<file path="src/rtl/gpio_clkgen_pkg.sv">
// Shared constants and types for the gpio_clkgen output port / clock generator.
package gpio_clkgen_pkg;
    localparam int ADDR_W  = 3;
    localparam int BURST_W = 16;

    localparam logic [ADDR_W-1:0] ADDR_DATA     = 3'd0;
    localparam logic [ADDR_W-1:0] ADDR_MODE     = 3'd1;
    localparam logic [ADDR_W-1:0] ADDR_DIVISOR  = 3'd2;
    localparam logic [ADDR_W-1:0] ADDR_CTRL     = 3'd3;
    localparam logic [ADDR_W-1:0] ADDR_OUTSET   = 3'd4;
    localparam logic [ADDR_W-1:0] ADDR_OUTCLEAR = 3'd5;
    localparam logic [ADDR_W-1:0] ADDR_BURST    = 3'd6;
    localparam logic [ADDR_W-1:0] ADDR_STATUS   = 3'd7;

    localparam int CTRL_RUN     = 0;
    localparam int CTRL_RESTART = 1;
    localparam int STAT_RUNNING = 0;
    localparam int STAT_DONE    = 1;

    typedef enum logic {IDLE = 1'b0, RUN = 1'b1} gen_state_e;
endpackage

</file>
<file path="src/rtl/gpio_clkgen_if.sv">
// Avalon-MM slave bus bundle for gpio_clkgen (zero wait state, write-only strobe).
interface gpio_clkgen_if;
    import gpio_clkgen_pkg::*;

    logic [ADDR_W-1:0] address;
    logic              chipselect;
    logic              write_n;
    logic [31:0]       writedata;
    logic [31:0]       readdata;

    modport master (output address, chipselect, write_n, writedata, input readdata);
    modport slave  (input address, chipselect, write_n, writedata, output readdata);
endinterface

</file>
<file path="src/rtl/gpio_clkgen_divider.sv">
// Shared clock generator: divider counter, generated clock and optional burst counter.
// Burst limiting is built only when GPIO_CLKGEN_BURST_EN is defined.
module gpio_clkgen_divider
    import gpio_clkgen_pkg::*;
#(
    parameter int DIV_W = 16
) (
    input  logic               clk,
    input  logic               reset_n,
    input  logic               run_set,
    input  logic               run_clr,
    input  logic               restart,
    input  logic [DIV_W-1:0]   divisor,
    input  logic [BURST_W-1:0] burst,
    output logic               gclk,
    output logic               running,
    output logic               done_pulse
);
    gen_state_e       state, state_nxt;
    logic [DIV_W-1:0] cnt, cnt_nxt;
    logic             gclk_nxt;
    logic             tick, fall, expire;

    assign tick    = (cnt >= divisor);
    assign fall    = tick && gclk;
    assign running = (state == RUN);

`ifdef GPIO_CLKGEN_BURST_EN
    logic [BURST_W-1:0] bcnt, bcnt_nxt;

    // Expiry is decided on the falling toggle that completes the last period.
    assign expire = fall && (burst != '0) && ((bcnt + BURST_W'(1)) == burst);

    always_comb begin
        bcnt_nxt = bcnt;
        if (state == IDLE || run_clr || restart || expire)
            bcnt_nxt = '0;
        else if (fall)
            bcnt_nxt = bcnt + BURST_W'(1);
    end

    always_ff @(posedge clk or negedge reset_n) begin
        if (!reset_n) bcnt <= '0;
        else          bcnt <= bcnt_nxt;
    end
`else
    logic unused_burst;
    assign unused_burst = ^burst;
    assign expire       = 1'b0;
`endif

    always_ff @(posedge clk or negedge reset_n) begin
        if (!reset_n) begin
            state <= IDLE;
            cnt   <= '0;
            gclk  <= 1'b0;
        end else begin
            state <= state_nxt;
            cnt   <= cnt_nxt;
            gclk  <= gclk_nxt;
        end
    end

    // Priority while running: stop > restart (incl. RUN rewrite at expiry) > expiry > count.
    always_comb begin
        state_nxt  = state;
        cnt_nxt    = cnt;
        gclk_nxt   = gclk;
        done_pulse = 1'b0;
        case (state)
            IDLE: begin
                cnt_nxt  = '0;
                gclk_nxt = 1'b0;
                if (run_set) state_nxt = RUN;
            end
            RUN: begin
                if (run_clr) begin
                    state_nxt = IDLE;
                    cnt_nxt   = '0;
                    gclk_nxt  = 1'b0;
                end else if (restart || (run_set && expire)) begin
                    cnt_nxt  = '0;
                    gclk_nxt = 1'b0;
                end else if (expire) begin
                    state_nxt  = IDLE;
                    cnt_nxt    = '0;
                    gclk_nxt   = 1'b0;
                    done_pulse = 1'b1;
                end else if (tick) begin
                    cnt_nxt  = '0;
                    gclk_nxt = ~gclk;
                end else begin
                    cnt_nxt = cnt + DIV_W'(1);
                end
            end
            default: state_nxt = IDLE;
        endcase
    end
endmodule

</file>
<file path="src/rtl/gpio_clkgen.sv">
// Avalon-MM output port with per-bit static/clock mode and a shared clock generator.
// Define GPIO_CLKGEN_BURST_EN to build the BURST register and sticky DONE flag.
module gpio_clkgen
    import gpio_clkgen_pkg::*;
#(
    parameter int WIDTH = 2,
    parameter int DIV_W = 16
) (
    input  logic             clk,
    input  logic             reset_n,
    gpio_clkgen_if.slave     bus,
    output logic [WIDTH-1:0] out_port
);
`ifdef GPIO_CLKGEN_BURST_EN
    localparam bit BURST_EN = 1'b1;
`else
    localparam bit BURST_EN = 1'b0;
`endif

    logic [31:0]        wd, rdata;
    logic               wr, wr_ctrl;
    logic [WIDTH-1:0]   data_q, mode_q;
    logic [DIV_W-1:0]   div_q;
    logic               run_q;
    logic [BURST_W-1:0] burst_q;
    logic               done_q;
    logic               gclk, running, done_pulse, restart;
    logic               unused_wd;

    assign wd        = bus.writedata;
    assign unused_wd = ^wd;
    assign wr        = bus.chipselect && !bus.write_n;
    assign wr_ctrl   = wr && (bus.address == ADDR_CTRL);

    // Any reprogramming of the timebase resynchronises the generator.
    assign restart = wr && ((bus.address == ADDR_CTRL && wd[CTRL_RESTART]) ||
                            bus.address == ADDR_DIVISOR ||
                            (BURST_EN && bus.address == ADDR_BURST));

    always_ff @(posedge clk or negedge reset_n) begin
        if (!reset_n) begin
            data_q   <= '0;
            mode_q   <= '0;
            div_q    <= '0;
            run_q    <= 1'b0;
            out_port <= '0;
        end else begin
            if (wr) begin
                case (bus.address)
                    ADDR_DATA:     data_q <= wd[WIDTH-1:0];
                    ADDR_MODE:     mode_q <= wd[WIDTH-1:0];
                    ADDR_DIVISOR:  div_q  <= wd[DIV_W-1:0];
                    ADDR_OUTSET:   data_q <= data_q | wd[WIDTH-1:0];
                    ADDR_OUTCLEAR: data_q <= data_q & ~wd[WIDTH-1:0];
                    default: ;
                endcase
            end
            if (wr_ctrl)         run_q <= wd[CTRL_RUN];
            else if (done_pulse) run_q <= 1'b0;
            out_port <= data_q ^ (mode_q & {WIDTH{gclk}});
        end
    end

`ifdef GPIO_CLKGEN_BURST_EN
    // DONE set takes priority over a same-cycle write-1-to-clear.
    always_ff @(posedge clk or negedge reset_n) begin
        if (!reset_n) begin
            burst_q <= '0;
            done_q  <= 1'b0;
        end else begin
            if (wr && bus.address == ADDR_BURST) burst_q <= wd[BURST_W-1:0];
            if (done_pulse)
                done_q <= 1'b1;
            else if (wr && bus.address == ADDR_STATUS && wd[STAT_DONE])
                done_q <= 1'b0;
        end
    end
`else
    assign burst_q = '0;
    assign done_q  = 1'b0;
`endif

    gpio_clkgen_divider #(.DIV_W(DIV_W)) u_div (
        .clk        (clk),
        .reset_n    (reset_n),
        .run_set    (wr_ctrl && wd[CTRL_RUN]),
        .run_clr    (wr_ctrl && !wd[CTRL_RUN]),
        .restart    (restart),
        .divisor    (div_q),
        .burst      (burst_q),
        .gclk       (gclk),
        .running    (running),
        .done_pulse (done_pulse)
    );

    always_comb begin
        rdata = '0;
        case (bus.address)
            ADDR_DATA:    rdata = 32'(data_q);
            ADDR_MODE:    rdata = 32'(mode_q);
            ADDR_DIVISOR: rdata = 32'(div_q);
            ADDR_CTRL:    rdata[CTRL_RUN] = run_q;
            ADDR_BURST:   rdata = 32'(burst_q);
            ADDR_STATUS: begin
                rdata[STAT_RUNNING] = running;
                rdata[STAT_DONE]    = done_q;
            end
            default: rdata = '0;
        endcase
    end
    assign bus.readdata = rdata;
endmodule

</file>
<file path="src/flat_wrapper.sv">
// flat-port wrapper written by rule: the top's interface ports become plain ports
module gpio_clkgen_flat import gpio_clkgen_pkg::*;
#(
    parameter int WIDTH = 2,
    parameter int DIV_W = 16
)
  (clk, reset_n, out_port, bus_address, bus_chipselect, bus_write_n, bus_writedata, bus_readdata);
  gpio_clkgen_if bus_i ();
  input  logic clk;
  input  logic reset_n;
  output logic [WIDTH-1:0] out_port;
  input wire logic [$bits(bus_i.address)-1:0] bus_address;
  input wire logic [$bits(bus_i.chipselect)-1:0] bus_chipselect;
  input wire logic [$bits(bus_i.write_n)-1:0] bus_write_n;
  input wire logic [$bits(bus_i.writedata)-1:0] bus_writedata;
  output wire logic [$bits(bus_i.readdata)-1:0] bus_readdata;
  assign bus_i.address = bus_address;
  assign bus_i.chipselect = bus_chipselect;
  assign bus_i.write_n = bus_write_n;
  assign bus_i.writedata = bus_writedata;
  assign bus_readdata = bus_i.readdata;
  gpio_clkgen #(.WIDTH(WIDTH), .DIV_W(DIV_W)) u_core (.clk(clk), .reset_n(reset_n), .bus(bus_i), .out_port(out_port));
endmodule
</file>
<file path="config.mk">
export PLATFORM = sky130hd
export DESIGN_NAME = gpio_clkgen_flat
export DESIGN_NICKNAME = d
export VERILOG_FILES = /design/src/rtl/gpio_clkgen_pkg.sv /design/src/rtl/gpio_clkgen_if.sv /design/src/rtl/gpio_clkgen_divider.sv /design/src/rtl/gpio_clkgen.sv /design/src/flat_wrapper.sv
export SDC_FILE = /design/constraint.sdc
export NUM_CORES = 1
export LEC_CHECK = 0
export CAP_MARGIN = 15
export CORE_MARGIN = 2
export CORE_UTILIZATION = 48
export DETAILED_ROUTE_END_ITERATION = 10
export PLACE_DENSITY = 0.9
export SLEW_MARGIN = 5
export SYNTH_ARGS = -nofsm -noshare
export SYNTH_HDL_FRONTEND = slang
export SYNTH_HIERARCHICAL = 1
export SYNTH_SLANG_ARGS = --single-unit
</file>
<file path="constraint.sdc">
create_clock -name clk -period 2.7 [get_ports clk]
set_input_delay 0.81 -clock clk [delete_from_list [all_inputs] [get_ports clk]]
set_output_delay 0.81 -clock clk [all_outputs]
set_load 0.01 [all_outputs]
</file>
======== Word level (Yosys, flattened, before mapping) ========
Index checks and enable logic that the tools add are counted.
Widths: inputs -> output; s select.
storage, ports and cells
  register bits after elaboration ......... 41
  output and inout port bits .............. 34
  logic and storage cells ................. 54
operators by class
  add/subtract/negate cells ............... 1
  magnitude comparators ................... 1
  eq/ne operators ......................... 7
  multiplexer cells ....................... 16
  bitwise logic cells ..................... 7
  reductions and logical operators ........ 14
operators with widths
  cell                   number
  $mux 16                3
  $pmux 16 s2            1
  $add 16x1->16 const B  1
  $ge 16x16->1           1
  $mux 14                1
  $eq 3x3->1 const B     3
  $eq 3x2->1 const B     2
  $logic_and 1x1->1      6
  $mux 1                 6
  $pmux 2 s3             1
  $reduce_and 2->1       3
  $pmux 1 s5             1
  $and 2x2->2            2
  $ne 4x2->1 const B     1
  $pmux 1 s2             2
  $eq 3x1->1 const B     1
  $logic_not 3->1        1
  $pmux 1 s3             1
  $reduce_bool 3->1      1
  $logic_not 1->1        2
  $not 1->1              2
  $not 2->2              1
  $or 2x2->2             1
  $xor 2x2->2            1
  $logic_or 1x1->1       1

======== Logic depth before layout (Yosys ltp) ========
  depth in word-level cells ............... 7
  gate-level depth with buffers ........... 9
  mapped depth without buffers ............ 8

======== Modules after synthesis ========
The synthesis kept the hierarchy.
by module, submodules not included
  module               instances  cells each  area each (sq um)  sequential area each (sq um)
  gpio_clkgen          1          112         1313.8             575.6
  gpio_clkgen_divider  1          137         1214.9             450.4

======== Worst setup path after synthesis ========
No wires, ideal clock.
  path type ............................... input -> output
  from .................................... input bus_address[0]
  to ...................................... output bus_readdata[10]
  arrival ................................. 1655 ps
  required time ........................... 1890 ps
  setup slack ............................. 235 ps
  stages .................................. 4
  path buffers ............................ 2
  path through ............................ buf_4 > nor3b_4 > clkbuf_1 > and2_1
on the way
  word-level cells in the longest chain between the ends .. 2
ends and longest elaborated chain
  what                RTL line            RTL
  start: declaration  flat_wrapper.sv:12  input wire logic [$bits(bus_i.address)-1:0] bus_address;
  $eq 3x2->1          gpio_clkgen.sv:98   case (bus.address)
  $mux 14             gpio_clkgen.sv:98
  end: declaration    flat_wrapper.sv:16  output wire logic [$bits(bus_i.readdata)-1:0] bus_readdata;
No other way between the ends.

======== Final worst setup path ========
  from .................................... input bus_address[1]
  to ...................................... register u_core.u_div.gclk
on the way
  word-level cells in the longest chain between the ends .. 7
  elaborated cells on any way between the ends .. 11
  those cells by class .................... 3 x eq/ne; 3 x mux; 5 x reduce/logical
ends and longest elaborated chain
  what                      RTL line                   RTL
  $eq 3x2->1                gpio_clkgen.sv:36          assign restart = wr && ((bus.address == ADDR_CTRL && wd[CTRL_RESTART]) ||
  $logic_and 1x1->1         gpio_clkgen.sv:36
  $logic_or 1x1->1 *        gpio_clkgen.sv:36
  $logic_and 1x1->1 *       gpio_clkgen.sv:36
  named net u_core.restart  gpio_clkgen.sv:27          logic gclk, running, done_pulse, restart;
  $mux 1                    gpio_clkgen_divider.sv:81  end else if (restart || (run_set && expire)) begin
  $mux 1                    gpio_clkgen_divider.sv:77  if (run_clr) begin
  $pmux 1 s2                gpio_clkgen_divider.sv:70  case (state)
  end signal: assignment    gpio_clkgen_divider.sv:60  gclk <= gclk_nxt;
  end: declaration          gpio_clkgen_divider.sv:15  output logic gclk,
Mark *: on every way through the listed nets, which the timed path passes. The rest lies on a longest branch.
A chain may end at the register's enable or synchronous reset.

==> out/qor.csv <==
metric,value,unit
p_total,1680,uW
outcome,"complete, no violations",
synthFlopType,dfrtp_1,
io_pins,73,
insertion_delay,0.30,ns
rows,26,
track_usage,20.5,%
syn-cell-area,2530,um2
globalRoute.totalOverflow,0,
dp.cells,365,
grt_max_degree,21,
cp_max_fo,7,
drive_gt1_share,22.3,%
peakVddDrop,419,uV
max-slew-margin-rel,67.7,%
numCtsBuffers,5,
synth_cell_types,41,
via_count,1935,
end_kind,register,
power.leakage,0.00158,uW
setup_viol,0,
r2r_cells,7,
finalMaxSlewViolations,0,
die_w,76.6,um
power.share.switching,30.7,%
routed_wl,5730,um
fin_crit_sh,98.1,%
cts_htree_levels,2,
critical_path.startpoint,bus_address[1],
cts_tree,yes,
io_buffers,40,
max_cap_viol_count,0,
switchingPower,516,uW
crit_arrival,2.84,ns
vias_per_cell,5.09,
hold_buffers,0,
wire_per_inst,15.1,um
hpwlAfterDp,4130,um
synthCells,249,
critPathLaunchType,input port,
min_period,2.65,ns
yosys_warnings,6,
async_reset_ff_share,100,%
clock-sinks,41,
grt_pass1_vias,2018,
pre_cts_ws,-0.615,ns
antennaDiodeCount,0,
dieArea,5860,um2
postSynthAreaPerCell,10.2,um2
post-route-drc-count,0,
initialDrtViolationCount,81,
seqPwrFrac,47.5,%
ys_ff_latch,41,
worst-setup-path-type,input port to register,
max_freq,377,MHz
drt-pass1-iter-count,4,
powerDensity,531,nW/um2
syn_to_final_growth,25.2,%
power_frac_comb,29.5,%
ant_nets,0,
regToRegSetupSlack,0.57,ns
hp-class,input port to asynchronous set/reset pin,
ctsRootBufferMaster,clkbuf_8,
pwr-share-clk,23.0,%
start_util,49.5,%
grt_antenna_before_repair,0,
grt_pass1_wl,9400,um
final_nets,365,
fin_skew,0.00530,ns
dieHeight,76.6,um
worstMarginPinSlew,0.473,ns
synth-edff-count,0,
fin_cells,380,
finalHoldViolations,0,
clk_pin_slew,0.08,ns
r2r-end,u_core/u_div/gclk$_DFFE_PN0P_,
internal_power,1160,uW
ys_seq_area_share,40.6,%
setup_ws,0.0507,ns
required,2.89,ns
utilization,62.0,%
cts_max_path_buffers,2,
timing.rr.start,u_core/u_div/cnt[0]$_DFF_PN0_,
design.core.area,5110,um2
gp_congestion,0.834,
[per-layer routing]
layer | global-route usage, % | part of all wire [%]
met1 | 24.0 | 41
met5 | 0 | 0
met2 | 37.0 | 53
met3 | 4.38 | 4.9
met4 | 7.09 | 1.4
[timing repair]
action                     4_1_cts  5_1_grt
setup endpoints to repair       33       32
setup buffers                    4        2
gates cloned                     1        0
gates resized for setup         54       13
pin swaps                        2        5
[power groups by stage]
stage / Clock [uW] / Combinational (uW) / Sequential, uW
finish: 387 / 496 / 799
global route: 431 / 545 / 813
CTS: 405 / 471 / 795
detailed placement: 0 / 463 / 807
global placement: 0 / 440 / 800
floorplan: 0 / 302 / 787
[worst max-delay path by stage]
stage / to / slack (ns) / cells past startpoint
2_1_floorplan: bus_readdata[10] / 0.23 / 4
3_3_place_gp: bus_readdata[0] / -0.61 / 5
3_5_place_dp: bus_readdata[6] / -0.61 / 5
4_1_cts: u_core/u_div/cnt[15]$_DFF_PN0_ / 0.005 / 12
5_1_grt: u_core/u_div/gclk$_DFFE_PN0P_ / -0.02 / 11
6_report: u_core/u_div/gclk$_DFFE_PN0P_ / 0.05 / 11
[layout make-up]
cell class                 count  area (um2)
clock buffer                   6        72.6
clock inverter                 2        10.0
fill                         418        1940
inverter                      21        78.8
multi-input combinational    180        1340
sequential                    41        1030
tap                           70        87.6
timing repair buffer          60         552
[flip-flops by register name, indices dropped and copies added (netlist names)]
signal	count
u_core/data_q	2
u_core/div_q	16
u_core/mode_q	2
u_core/out_port	2
u_core/run_q	1
u_core/u_div/cnt	16
u_core/u_div/gclk	1
u_core/u_div/running	1
[through the flow]
| step | instance area [um2] | TNS [ns] | hold slack (ns) |
|---|---|---|---|
| global route | 3170 | -0.0220 | 0.472 |
| floorplan | 2580 | 0 | 0.455 |
| CTS | 3130 | 0 | 0.458 |
| global placement | 3010 | -15.07 | 0.467 |
| detailed placement | 3010 | -17.46 | 0.485 |
| finish | 3170 | 0 | 0.457 |
[placed cells by master, fill, tap and decap left out, types with 3 or more instances in the layout]
cell,count
dfrtp_1,41
inv_1,21
clkdlybuf4s50_1,18
nor2_1,18
nand2_1,17
conb_1,17
ha_1,17
buf_4,16
and2_1,15
mux2_4,11
xor2_1,11
buf_2,9
mux2_2,9
nand3_1,9
clkdlybuf4s15_1,8
a21oi_1,7
nand4_1,6
clkbuf_8,5
nor2b_1,4
xnor2_1,4
o21ai_0,3
[worst max-delay path, stage by stage]
cell and delay [ns]:
clkbuf_2 0.09, nor3b_4 0.15, buf_4 0.13, bufbuf_16 0.26, buf_6 0.11, a22o_1 0.25
nor3b_2 0.24, o211ai_1 0.13, a21oi_1 0.18, nand3_2 0.15, mux2_4 0.32
[cell usage after synthesis (all sizes together), types with 3 or more instances]
master | n | area, um2
nand3 | 10 | 55.1
nor2 | 20 | 75.1
nor2b | 6 | 37.5
inv | 21 | 78.8
nor3b | 3 | 33.8
nand2 | 18 | 75.1
o21ai | 3 | 15.0
buf | 20 | 158
dfrtp | 41 | 1030
a21oi | 8 | 40.0
and2 | 15 | 93.8
ha | 17 | 213
xnor2 | 4 | 35.0
xor2 | 11 | 96.3
nand4 | 6 | 37.5
mux2 | 20 | 263
[cells by family (layout without fill, tap and decap cells)]
family	Yosys count	count (layout)	share of synthesized area, %
and+or+nand+nor	89	89	19.7
buffers and inverters	43	89	9.65
DFF	41	41	40.6
muxes	22	22	11.2
AOI/OAI and AO/OA	20	20	5.00
adders and majority gates	17	17	8.41
xor gates and xnor gates	15	15	5.20
other	2	17	0.297
(Power assumes the default switching activity.)
